File: config.mk
export PLATFORM = sky130hd
export DESIGN_NAME = img_preproc_seq
export DESIGN_NICKNAME = d
export VERILOG_FILES = /design/src/rtl/img_preproc_seq.sv
export SDC_FILE = /design/constraint.sdc
export NUM_CORES = 1
export LEC_CHECK = 0
export ABC_AREA = 0
export CAP_MARGIN = 5
export CORE_ASPECT_RATIO = 0.8
export CORE_MARGIN = 3
export CORE_UTILIZATION = 31
export CTS_CLUSTER_SIZE = 16
export DETAILED_ROUTE_END_ITERATION = 8
export SYNTH_ARGS = -nofsm -noshare
export SYNTH_HDL_FRONTEND = slang
export SYNTH_SLANG_ARGS = --single-unit
export TNS_END_PERCENT = 10
File: constraint.sdc
create_clock -name clk -period 5.1 [get_ports clk]
set_input_delay 1.275 -clock clk [delete_from_list [all_inputs] [get_ports clk]]
set_output_delay 1.275 -clock clk [all_outputs]
set_load 0.03 [all_outputs]
File: src/rtl/img_preproc_seq.sv
// Acquisition sequencer for the camera-link preprocessing pipeline.
// Runs a commanded number of frames, interleaving background frames in diff
// mode, and flushes the pipeline on start, on completion and on abort/error.
// Ports:
//   clk, rst_n                  clock, async active-low reset
//   start, abort                one-cycle host commands
//   frame_num, diff_mode,       run setup, sampled on an accepted start
//   bg_every
//   frame_store, frame_type_o   frame-committed pulse and its type tag
//   fifo_overflow ..            pipeline error inputs (honoured in RUN only)
//   ext_trig_overflow
//   init_txn, diff_en,          pipeline control
//   wr2ddr_en, frame_type_i
//   busy, done, err, err_code,  host status
//   frames_done
module img_preproc_seq #(
  parameter int unsigned FLUSH_CYCLES   = 16,
  parameter logic [31:0] TIMEOUT_CYCLES = 32'd200_000_000,
  parameter int unsigned CNT_W          = 16
) (
  input  logic             clk,
  input  logic             rst_n,
  input  logic             start,
  input  logic             abort,
  input  logic [CNT_W-1:0] frame_num,
  input  logic             diff_mode,
  input  logic [7:0]       bg_every,
  input  logic             frame_store,
  input  logic [1:0]       frame_type_o,
  input  logic             fifo_overflow,
  input  logic             unexpected_data,
  input  logic             unexpected_tlast,
  input  logic             ext_trig_overflow,
  output logic             init_txn,
  output logic             diff_en,
  output logic             wr2ddr_en,
  output logic [1:0]       frame_type_i,
  output logic             busy,
  output logic             done,
  output logic             err,
  output logic [2:0]       err_code,
  output logic [CNT_W-1:0] frames_done
);

  localparam int unsigned     PH_W       = $clog2(2 * FLUSH_CYCLES + 1);
  localparam logic [PH_W-1:0] FLUSH_LAST = PH_W'(FLUSH_CYCLES - 1);
  localparam logic [PH_W-1:0] DRAIN_LAST = PH_W'(2 * FLUSH_CYCLES - 1);
  localparam logic [31:0]     WD_LAST    = TIMEOUT_CYCLES - 32'd1;
  localparam logic [1:0]      FT_BG      = 2'b00;
  localparam logic [1:0]      FT_FG      = 2'b01;

  typedef enum logic [2:0] {
    S_IDLE, S_FLUSH, S_RUN, S_DRAIN, S_ABORT
  } state_t;

  state_t           state_q, state_n;
  logic [PH_W-1:0]  ph_q, ph_n;     // cycle count within FLUSH/DRAIN/ABORT
  logic [31:0]      wd_q, wd_n;     // cycles since last frame_store in RUN
  logic [7:0]       bg_q, bg_n;     // background counter
  logic [CNT_W-1:0] num_q, num_n;
  logic             dm_q, dm_n;
  logic [7:0]       bge_q, bge_n;

  logic             init_n, diff_n, wr_n, busy_n, done_n, err_n;
  logic [1:0]       ft_n;
  logic [2:0]       code_n;
  logic [CNT_W-1:0] fd_n;
  logic [CNT_W-1:0] fd_inc;
  logic             wd_expire;
  logic             type_mismatch;
  logic [2:0]       cause;

  // Error cause in priority order; 0 means no error this cycle.
  always_comb begin
    wd_expire     = (wd_q >= WD_LAST) && !frame_store;
    type_mismatch = frame_store && (frame_type_o != frame_type_i);
    fd_inc        = frames_done + CNT_W'(1);
    if (fifo_overflow)          cause = 3'd1;
    else if (unexpected_data)   cause = 3'd2;
    else if (unexpected_tlast)  cause = 3'd3;
    else if (ext_trig_overflow) cause = 3'd4;
    else if (wd_expire)         cause = 3'd6;
    else if (type_mismatch)     cause = 3'd5;
    else                        cause = 3'd0;
  end

  // Next state, counters, and output values derived from the next state.
  always_comb begin
    state_n = state_q;
    ph_n    = ph_q;
    wd_n    = wd_q;
    bg_n    = bg_q;
    num_n   = num_q;
    dm_n    = dm_q;
    bge_n   = bge_q;
    err_n   = err;
    code_n  = err_code;
    fd_n    = frames_done;
    ft_n    = frame_type_i;
    done_n  = 1'b0;

    case (state_q)
      S_IDLE: begin
        if (start) begin
          if (frame_num == '0) begin
            done_n = 1'b1;
          end else begin
            num_n   = frame_num;
            dm_n    = diff_mode;
            bge_n   = bg_every;
            err_n   = 1'b0;
            code_n  = 3'd0;
            fd_n    = '0;
            bg_n    = 8'd0;
            ph_n    = '0;
            state_n = S_FLUSH;
          end
        end
      end

      S_FLUSH: begin
        if (abort) begin
          ph_n    = '0;
          state_n = S_ABORT;
        end else if (ph_q == FLUSH_LAST) begin
          wd_n    = 32'd0;
          state_n = S_RUN;
        end else begin
          ph_n = ph_q + PH_W'(1);
        end
      end

      S_RUN: begin
        if (frame_store) begin
          fd_n = fd_inc;
          wd_n = 32'd0;
          // bg_every==0 parks the counter at 1 after the first frame
          if (bge_q == 8'd0)               bg_n = 8'd1;
          else if (bg_q == bge_q - 8'd1)   bg_n = 8'd0;
          else                             bg_n = bg_q + 8'd1;
        end else if (wd_q != '1) begin
          wd_n = wd_q + 32'd1;
        end

        if (cause != 3'd0) begin
          if (!err) begin
            err_n  = 1'b1;
            code_n = cause;
          end
          ph_n    = '0;
          state_n = S_ABORT;
        end else if (abort) begin
          ph_n    = '0;
          state_n = S_ABORT;
        end else if (frame_store && (fd_inc == num_q)) begin
          ph_n    = '0;
          state_n = S_DRAIN;
        end
      end

      S_DRAIN: begin
        if (abort) begin
          ph_n    = '0;
          state_n = S_ABORT;
        end else if (ph_q == DRAIN_LAST) begin
          done_n  = 1'b1;
          state_n = S_IDLE;
        end else begin
          ph_n = ph_q + PH_W'(1);
        end
      end

      S_ABORT: begin
        if (ph_q == FLUSH_LAST) state_n = S_IDLE;
        else                    ph_n    = ph_q + PH_W'(1);
      end

      default: state_n = S_IDLE;
    endcase

    init_n = (state_n == S_FLUSH) || (state_n == S_ABORT);
    wr_n   = (state_n == S_RUN);
    diff_n = ((state_n == S_RUN) || (state_n == S_DRAIN)) ? dm_n : 1'b0;
    busy_n = (state_n != S_IDLE);
    // Type of the upcoming frame; held outside FLUSH/RUN
    if ((state_n == S_FLUSH) || (state_n == S_RUN))
      ft_n = (dm_n && (bg_n == 8'd0)) ? FT_BG : FT_FG;
  end

  // State and registered outputs.
  always_ff @(posedge clk or negedge rst_n) begin
    if (!rst_n) begin
      state_q      <= S_IDLE;
      ph_q         <= '0;
      wd_q         <= 32'd0;
      bg_q         <= 8'd0;
      num_q        <= '0;
      dm_q         <= 1'b0;
      bge_q        <= 8'd0;
      init_txn     <= 1'b0;
      diff_en      <= 1'b0;
      wr2ddr_en    <= 1'b0;
      frame_type_i <= 2'b00;
      busy         <= 1'b0;
      done         <= 1'b0;
      err          <= 1'b0;
      err_code     <= 3'd0;
      frames_done  <= '0;
    end else begin
      state_q      <= state_n;
      ph_q         <= ph_n;
      wd_q         <= wd_n;
      bg_q         <= bg_n;
      num_q        <= num_n;
      dm_q         <= dm_n;
      bge_q        <= bge_n;
      init_txn     <= init_n;
      diff_en      <= diff_n;
      wr2ddr_en    <= wr_n;
      frame_type_i <= ft_n;
      busy         <= busy_n;
      done         <= done_n;
      err          <= err_n;
      err_code     <= code_n;
      frames_done  <= fd_n;
    end
  end

endmodule

## Yosys cells after proc, flatten, opt, wreduce, memory -nomap -nowiden

Cells that the tools add are included.

| operators by class | value |
|---|---|
| add/sub/neg operators | 5 |
| $lt $le $gt $ge | 1 |
| eq/ne operators | 24 |
| mux-type cells | 61 |
| bitwise operators | 1 |
| reductions and logical operators | 23 |

Operators with widths:

| kind | number |
|---|---|
| 32-bit 2-to-1 mux | 4 |
| 32-bit one-hot mux with 2 select lines | 1 |
| 3-bit 2-to-1 mux | 20 |
| 6-bit 2-to-1 mux | 9 |
| 16-bit 2-to-1 mux | 3 |
| 8-bit 2-to-1 mux | 5 |
| 32-bit by 1-bit adder with 32-bit output (second input constant) | 1 |
| 32-bit by 28-bit greater-or-equal comparator with 1-bit output (second input constant) | 1 |
| 32-bit inequality test (second input constant) | 1 |
| 16-bit one-hot mux with 2 select lines | 1 |
| 6-bit one-hot mux with 5 select lines | 1 |
| 16-bit by 1-bit adder with 16-bit output (second input constant) | 1 |
| 16-bit == test | 1 |
| 16-bit zero test | 1 |
| 8-bit zero test | 2 |
| 8-bit one-hot mux with 2 select lines | 1 |
| 3-bit one-hot mux with 5 select lines | 1 |
| 2-bit inequality test (second input constant) | 7 |
| 3-bit by 2-bit == test with 1-bit output (second input constant) | 4 |
| 1-bit 2-to-1 mux | 12 |
| 4-bit AND reduction | 3 |
| 5-bit AND reduction | 2 |
| 8-bit by 1-bit adder with 8-bit output (second input constant) | 1 |
| 8-bit == test | 1 |
| other kinds (20) | 31 |

| storage, ports and cells | value |
|---|---|
| flip-flop bits (word level) | 101 |
| output and inout bits | 27 |
| word-level logic and storage cells | 131 |

## Longest topological paths before layout

Gate-level depths: netlist (run 1).

| depth | value |
|---|---|
| depth after elaboration | 14 |
| gate-level depth with buffers | 12 |
| depth with buffers taken out | 10 |

## Worst setup path after synthesis (run 1)

OpenSTA, ideal clock, no wires.

| timing path | value |
|---|---|
| path kind | in2reg |
| from | input frame_num[10] |
| to | register frame_type_i[0] |
| setup time | 125 ps |
| data arrival time | 3442 ps |
| required time | 4975 ps |
| slack | 1533 ps |
| cell stages on the path | 8 |
| path through | or4_1 -> o41a_1 -> nand2_1 -> mux2_2 -> nand2_1 -> a211oi_1 -> or4b_1 -> mux2_2 |

RTL lines:

| item | RTL line | RTL |
|---|---|---|
| start, declared | 25 | `input logic [CNT_W-1:0] frame_num,` |
| 16-bit zero test | 105 | `if (frame_num == '0) begin` |
| 1-bit 2-to-1 mux | 105 |  |
| 1-bit 2-to-1 mux | 104 | `if (start) begin` |
| 1-bit 2-to-1 mux | 102 | `case (state_q)` |
| via dm_n | 61 | `logic dm_q, dm_n;` |
| 1-bit logical AND | 187 | `ft_n = (dm_n && (bg_n == 8'd0)) ? FT_BG : FT_FG;` |
| 1-bit 2-to-1 mux | 187 |  |
| end signal, assigned | 220 | `frame_type_i <= ft_n;` |
| end, declared | 37 | `output logic [1:0] frame_type_i,` |

The timed path passes the listed nets, and every way through them passes these cells.
A chain may end at the register's enable or synchronous reset.

## Worst setup path after layout (run 1)

| timing path | value |
|---|---|
| from | input frame_store |
| to | register frame_type_i[0] |

| between the ends | value |
|---|---|
| longest elaborated chain between the ends | 12 |

Ends and longest elaborated chain:

| item | RTL line | RTL |
|---|---|---|
| start, declared | 28 | `input logic frame_store,` |
| 1-bit logical AND / 1-bit zero test (equally long branches) | 76, 75 |  |
| 3-bit 2-to-1 mux / 1-bit logical AND (equally long branches) | 83, 75 |  |
| 3-bit 2-to-1 mux | 82 | `else if (wd_expire) cause = 3'd6;` |
| 3-bit 2-to-1 mux | 81 | `else if (ext_trig_overflow) cause = 3'd4;` |
| 3-bit 2-to-1 mux | 80 | `else if (unexpected_tlast) cause = 3'd3;` |
| 3-bit 2-to-1 mux | 79 | `else if (unexpected_data) cause = 3'd2;` |
| 3-bit 2-to-1 mux | 78 | `if (fifo_overflow) cause = 3'd1;` |
| 3-bit nonzero test | 145 | `if (cause != 3'd0) begin` |
| 3-bit 2-to-1 mux | 145 |  |
| 3-bit one-hot mux with 5 select lines | 102 |  |
| 3-bit by 1-bit == test with 1-bit output / 3-bit by 2-bit == test with 1-bit output (equally long branches) | 186 | `if ((state_n == S_FLUSH) \|\| (state_n == S_RUN))` |
| 1-bit logical OR | 186 |  |

Several ways; a longest one is shown, not always the timed one.

==> results.txt, run 1 <==
The flow ran to the end, and the final reports show no timing, DRC or antenna violations. Sorting the synthesized cells by how often they occur yields 125 x nand2_1, 100 x dfrtp_1, 64 x nor2_1. The number of placed instances, taps included, is 984.

The maximum count of clock buffers along a single path came out at 2. The worst slew slack as a fraction of its limit is 25.0%. Synthesis produced 686 cells.

The largest voltage drop on the vdd net came out at 0.000188 V. The via count of the first global-routing pass is 4803. The post-synthesis cell type count came out at 62. The post-synthesis average cell area came out at 8.44 um2.

The number of clock buffers added by TritonCTS is 9. The count of TritonRoute iterations in the first routing pass is 4. For this configuration, the core starts out at a cell density of 31.8%. The critical path goes through clkdlybuf4s50_1 > or3_1 > o32a_1 > or3_1 > a21oi_1 > a211oi_1 > mux2_2. In this design, the stage delay of the slowest critical-path cell is 660 ps. The number of hold violations in the final report came out at 0. The number of maximum-capacitance constraint violations came out at 0. The share of the synthesized area in the top cell type is 43.2%. The synthesized design contains 0 enable-type register cells. The count of instances resized after the clock tree is built came out at 0. The net count of the finished layout is 783.

Combinational logic burns 30.3% of the power. TritonCTS built the clock tree. Setup repair after global routing left no endpoint under its margin. The total of hold buffers inserted after clock tree synthesis came out at 0.

Counting flops and latches in the post-synthesis netlist gives 100. The clock latency reported for the late side of the worst-skew pair is 350 ps. The final weighted congestion in routability-driven placement came out at 0.838. Fill cells in the final layout number 1850. The number of antenna violations at the first check in global routing came out at 0. From synthesis to final layout, the design area changed by 20.1%. By area the synthesized netlist is led by dfrtp_1 43%, nand2_1 8.1%, xor2_1 4.4%. After detailed routing, the average wire length per cell comes to 15.0 um.

Global routing consumed, over all layers together, 15.2% of the routing resources. Once the clock tree was built, the setup fixing pass inserted 0 buffers. Entering global routing, the biggest net connects 70 pins. The slew at the pin closest to its max-slew limit came out at 1100 ps. The worst hold path belongs to the class flip-flop to flip-flop.

STA puts the critical path data required time at 5340 ps. The clock tree synthesis step divided the H-tree into 3 levels. The leakage power is 2.98 nW.

Along the worst path, the maximum fanout reaches 11. The final-report setup violation count came out at 0. The proportion of total power due to net switching is 35.3%. The share of final-layout standard cells stronger than drive strength 1 came out at 4.83%. The power share of the sequential group is 43.4%. Among all stages on the critical path, the largest delay is contributed by a21oi_1. The clock group share of total power is 26.3%. The post-detailed-placement half-perimeter wirelength is 10.8 mm. During synthesis, Yosys emitted a total of 0 warnings.

STA classifies the critical path endpoint as a flip-flop. The buffers plus inverters on the worst setup path came out at 1. Dividing the detail-routed via count by the number of cells gives 5.09. The die area is 20400 um2.

The antenna diode count came out at 0. After clock tree synthesis, the clock-pin slew on the worst setup and hold paths is 70 ps. The share of the clock period used by the worst path after layout came out at 76.8%. The power per standard cell area came out at 350 nW/um2. Derived from the worst setup path, the maximum achievable clock frequency is 255 MHz.

The first global-routing pass estimated 25.2 mm of wire. The largest total area in the synthesized netlist belongs to dfrtp_1. The tree is rooted in a clkbuf_16.

The sum of negative setup slack is 0 ps. For this run the aggregate overflow at the end of global routing stands at 0. The tightest hold margin is 501 ps. The number of clock sinks seen by CTS is 100. The critical path is of the primary input to flip-flop type. The total nets after synthesis is 727. The cell row count is 44. The power consumption came out at 2.44 mW. The most used flip-flop cell after synthesis is dfrtp_1.

Wires add up to 15.0 mm. The cell area that synthesis handed to floorplanning was 5790 um2. The sequential cell area fraction in the yosys report is 43.2%. In this design, the critical path's most frequently occurring cell is or3_1. The vias after detailed routing is 5081. The number of primary I/O pins came out at 63.

The count of antenna-violating nets left after detailed routing came out at 0. Counting flops with an async set or reset pin after synthesis yields a share of 100%. The vertical die dimension is 128 um. The time the worst path needs with I/O delays and setup came out at 3920 ps.

The most instantiated library cell after synthesis is nand2_1. The number of pins with negative max-slew slack in the final report is 0. STA classifies the critical path startpoint as a primary input. The violation count after the first detailed-routing iteration is 259.

The number of DRC violations after detailed routing is 0. The floorplan step set the die width to 159 um. The worst-case clock skew is 9.72 ps. The core area came out at 18200 um2. The count of input and output buffers came out at 61. Grouping stages by cell kind, the critical path spends the most delay in compound AO/OA/AOI/OAI gates. The internal cell power came out at 1.58 mW. The switching component of the power is 0.859 mW. The data arrival time of the critical path came out at 4160 ps. The number of non-filler instances in the completed layout came out at 999.
## cells in the final DEF (no fill, tap or decap), types with 9 or more instances in the layout
| cell | n |
|---|---|
| nand2_1 | 125 |
| dfrtp_1 | 100 |
| nor2_1 | 64 |
| clkdlybuf4s50_1 | 60 |
| o21ai_0 | 48 |
| nand3_1 | 40 |
| xor2_1 | 29 |
| xnor2_1 | 25 |
| and3_1 | 19 |
| inv_1 | 19 |
| a21oi_1 | 18 |
| o31ai_1 | 17 |
| nand2b_1 | 14 |
| nor3_1 | 14 |
| buf_4 | 11 |
| and2_1 | 10 |
| nand4_1 | 9 |
| clkbuf_16 | 9 |
## state kept, by name, summed over array words and instances (netlist names), 3 cells and up
| signal | cells |
|---|---|
| num_q | 16 |
| err_code | 3 |
| bge_q | 8 |
| state_q | 3 |
| wd_q | 32 |
| bg_q | 8 |
| frames_done | 16 |
| ph_q | 6 |
## area by class of cell
class | count | area (um2) | share of cell area, %
inverter | 20 | 75.1 | 1.08
tap | 253 | 317 | 4.55
clock buffer | 12 | 246 | 3.54
timing repair buffer | 71 | 683 | 9.82
multi-input combinational | 540 | 3110 | 44.8
clock inverter | 3 | 21.3 | 0.306
sequential | 100 | 2500 | 36.0
## power groups by stage
stage	logic, mW	registers [mW]	clock network (mW)
2_1_floorplan	0.522	1.04	0
3_3_place_gp	0.735	1.07	0
3_5_place_dp	0.738	1.07	0
4_1_cts	0.744	1.06	0.667
5_1_grt	0.833	1.08	0.693
6_report	0.737	1.06	0.641
## cells by family (layout without fill, tap and decap cells)
family / count (synthesis) / in the layout / share of synthesized area, %
AND/OR/NAND/NOR: 340 / 340 / 28.4
AO/OA/AOI/OAI: 137 / 137 / 15.5
flip-flops: 100 / 100 / 43.2
XOR/XNOR: 54 / 54 / 8.16
buffers and inverters: 46 / 106 / 3.05
adder cells (fa/ha/maj): 5 / 5 / 1.08
multiplexers: 3 / 3 / 0.562
other: 1 / 1 / 0.0647
## worst min-delay path, stage by stage (launching register included)
cell and delay [ps]:
dfrtp_1 360, nand2_1 60, nand2_1 60
## routing by layer
layer	GRT usage (%)	part of all wire, %	vias up
met5	0	0	-
met1	21.9	50	2417
met2	22.8	44	103
li1	-	-	2539
met3	3.65	4.5	22
met4	4.63	1.8	0
## path summary, 6_finish.rpt
kind	startpoint	cells past startpoint	to	slack, ps
worst max-delay path	frame_store	7	frame_type_i[0]$_DFFE_PN0P_	1180
max in group asynchronous	rst_n	2	frames_done[2]$_DFFE_PN0P_	3070
min in group asynchronous	rst_n	1	bge_q[0]$_DFFE_PN0P_	1020
worst min register to register	num_q[14]$_DFFE_PN0P_	2	num_q[14]$_DFFE_PN0P_	500
worst max register to register	frames_done[0]$_DFFE_PN0P_	9	ph_q[4]$_DFFE_PN0P_	1460
worst min-delay path	num_q[14]$_DFFE_PN0P_	2	num_q[14]$_DFFE_PN0P_	500
## through the flow
step / cell area, um2 / setup slack (ps) / util [%]
4_1_cts: 6960 / 1150 / 38.2
3_5_place_dp: 6690 / 790 / 36.7
3_3_place_gp: 6690 / 876 / 36.7
6_report: 6960 / 1180 / 38.2
2_1_floorplan: 5790 / 1530 / -
5_1_grt: 6960 / 989 / 38.2
(Power assumes the default switching activity.)
==> run 2: changes to the inputs <==
==> constraint.sdc (replaced) <==
create_clock -name clk -period 3.21 [get_ports clk]
set_input_delay 0.8025 -clock clk [delete_from_list [all_inputs] [get_ports clk]]
set_output_delay 0.8025 -clock clk [all_outputs]
set_load 0.03 [all_outputs]
==> results.txt, run 2 (synthesized netlist as in run 1, its figures left out) <==
Summed over all cells, the static leakage comes to 3.36 nW. STA puts the critical path data arrival time at 3460 ps. The post-placement setup slack is -484 ps. The number of CTS-inserted buffers is 9. The via-per-instance ratio is 4.95.

The number of cells on the critical path is 9. The flow ran to the end, but the final reports show violations. For this run the aggregate overflow at the end of global routing stands at 0.

The library cells used most frequently in the layout, excluding fill and tap cells, are 124 x nand2_1, 98 x dfrtp_1, 67 x buf_4, 64 x nor2_1, 56 x clkdlybuf4s50_1. Setup total negative slack on the finished layout was measured at -1.92 ps. The largest registers in the layout are wd_q x32, frames_done x16, num_q x16. Entering global routing, the biggest net connects 46 pins. The count of input and output buffers is 61. The cell row count is 44. Once detail routing completed, the nets flagged for antenna violations numbered 0. The final cell utilization of the core is 41.5%.

The worst setup path is launched from a primary input. The worst endpoint required time is 3460 ps. After clock tree synthesis, the clock-pin slew on the worst setup and hold paths is 80 ps. The buffers plus inverters on the worst setup path is 1.

The tightest hold margin is 447 ps. Setup repair after global routing could not meet its margin everywhere. The final-report setup violation count came out at 1. After detailed routing, the average wire length per cell comes to 14.6 um. The tree is rooted in a clkbuf_16.

The number of instances in the placed design came out at 1043. The total detailed-routing wirelength is 15.5 mm. The post-detailed-placement half-perimeter wirelength is 11.3 mm. The final setup slack of the worst path came out at -1.92 ps. The flip-flop count of the largest register, all copies and words added came out at 32. The time the worst path needs with I/O delays and setup came out at 3210 ps. Power comes to 4.21 mW. The vertical die dimension is 128 um. Ranked by flip-flop count, first place goes to wd_q. Power spread over the standard cell area amounts to 557 nW/um2.

On the critical path, the stage with the largest delay is an instance of or4_4. Of the available clock period, the critical path in the final layout requires 100%. The checks that failed: setup timing.

The critical path goes through clkdlybuf4s50_1 > or4_4 > o41a_1 > nand2_2 > mux2_4 > nand2_1 > a211oi_2 > or4b_4 > mux2_2. TritonCTS built the clock tree. The post-route netlist has 13.9% of its cells at a drive strength greater than 1.

Max-cap violations in this run came to 0. The H-tree depth is 3. The core area is 18200 um2. The commonest non-fill, non-tap cell in the layout is nand2_1. The vias after detailed routing came out at 5238. The final non-filler cell area came out at 7550 um2. No sink is reached through more buffers than the 2 on the longest clock path. The via count of the first global-routing pass came out at 4944. The die area is 20400 um2. The floorplan step set the die width to 159 um. The area added between synthesis and finish came out at 30.4%. For this block, the initial DRC count from the detailed router was 357. The worst setup path is captured at a flip-flop. The number of non-filler instances in the completed layout came out at 1059. The worst setup path is of the primary input to flip-flop kind. The antenna diode count is 0. The number of cells on the worst reg-to-reg path is 8.

On the final layout, the worst clock skew is 14.2 ps. In this run the worst hold path is classified as primary input to asynchronous set/reset pin. The post-CTS repair timing setup buffer count came out at 0. The clock latency reported for the late side of the worst-skew pair is 360 ps. The net count of the finished layout came out at 842. The timing-limited maximum frequency is 311 MHz. The number of clock sinks seen by CTS is 100. The largest stage delay on the critical path is 510 ps. The largest voltage drop on the vdd net is 0.000234 V. For the pin with the worst max-slew slack, the measured transition is 607 ps. The first-pass GRT wire length came out at 25.7 mm. The number of antenna violations at the first check in global routing came to 0. The number of primary I/O pins is 63. The number of hold violations in the final report came to 0.

After detailed placement, the total cell area comes to 7160 um2. The top fanout value on the critical path came out at 3. The number of DRC violations after detailed routing is 0. In this design, the largest share of critical-path delay is due to simple AND/OR/NAND/NOR gates. The worst slew slack as a fraction of its limit came out at 59.4%. The number of pins with negative max-slew slack in the final report is 0. The number of fill cells is 1831. For this run, the detailed router's first-pass iteration total came to 5. The total routing resource utilization after global routing came out at 15.4%. The final weighted congestion in routability-driven placement is 0.832. The starting density of the core came out at 31.8%.
## run 2: layer usage
layer	vias up	GRT usage (%)	part of all wire, %
met2	83	23.3	44
met3	15	3.20	3.8
li1	2662	-	-
met5	-	0	0
met4	0	3.81	1.1
met1	2478	22.6	52
## run 2: path summary, 6_finish.rpt
kind	startpoint	to	slack, ps
max	frame_num[12]	frame_type_i[0]$_DFFE_PN0P_	-2
min reg2reg	num_q[5]$_DFFE_PN0P_	num_q[5]$_DFFE_PN0P_	500
max reg2reg	bge_q[1]$_DFFE_PN0P_	frame_type_i[0]$_DFFE_PN0P_	-2
min in group clk	num_q[5]$_DFFE_PN0P_	num_q[5]$_DFFE_PN0P_	500
min	rst_n	bge_q[7]$_DFFE_PN0P_	450
max in group asynchronous	rst_n	wd_q[15]$_DFFE_PN0P_	2100
## run 2: report_power, final
part / switching, mW / internal [mW]
Clock: 0.505 / 0.634
Combinational: 0.741 / 0.663
Sequential: 0.205 / 1.46
## run 2: what timing repair did
item	4_1_cts	5_1_grt
hold buffers	0	0
endpoints found under the setup margin	3	3
pin swaps	5	5
cloned	0	0
gates resized for setup	8	15
## run 2: area by class of cell
type                       instances  area [um2]  share of cell area (%)
multi-input combinational        540        3190                    42.2
sequential                       100        2500                    33.2
timing repair buffer             130        1160                    15.4
tap                              253         317                    4.19
clock buffer                      12         246                    3.26
inverter                          20        75.1                   0.994
clock inverter                     4        57.6                   0.762
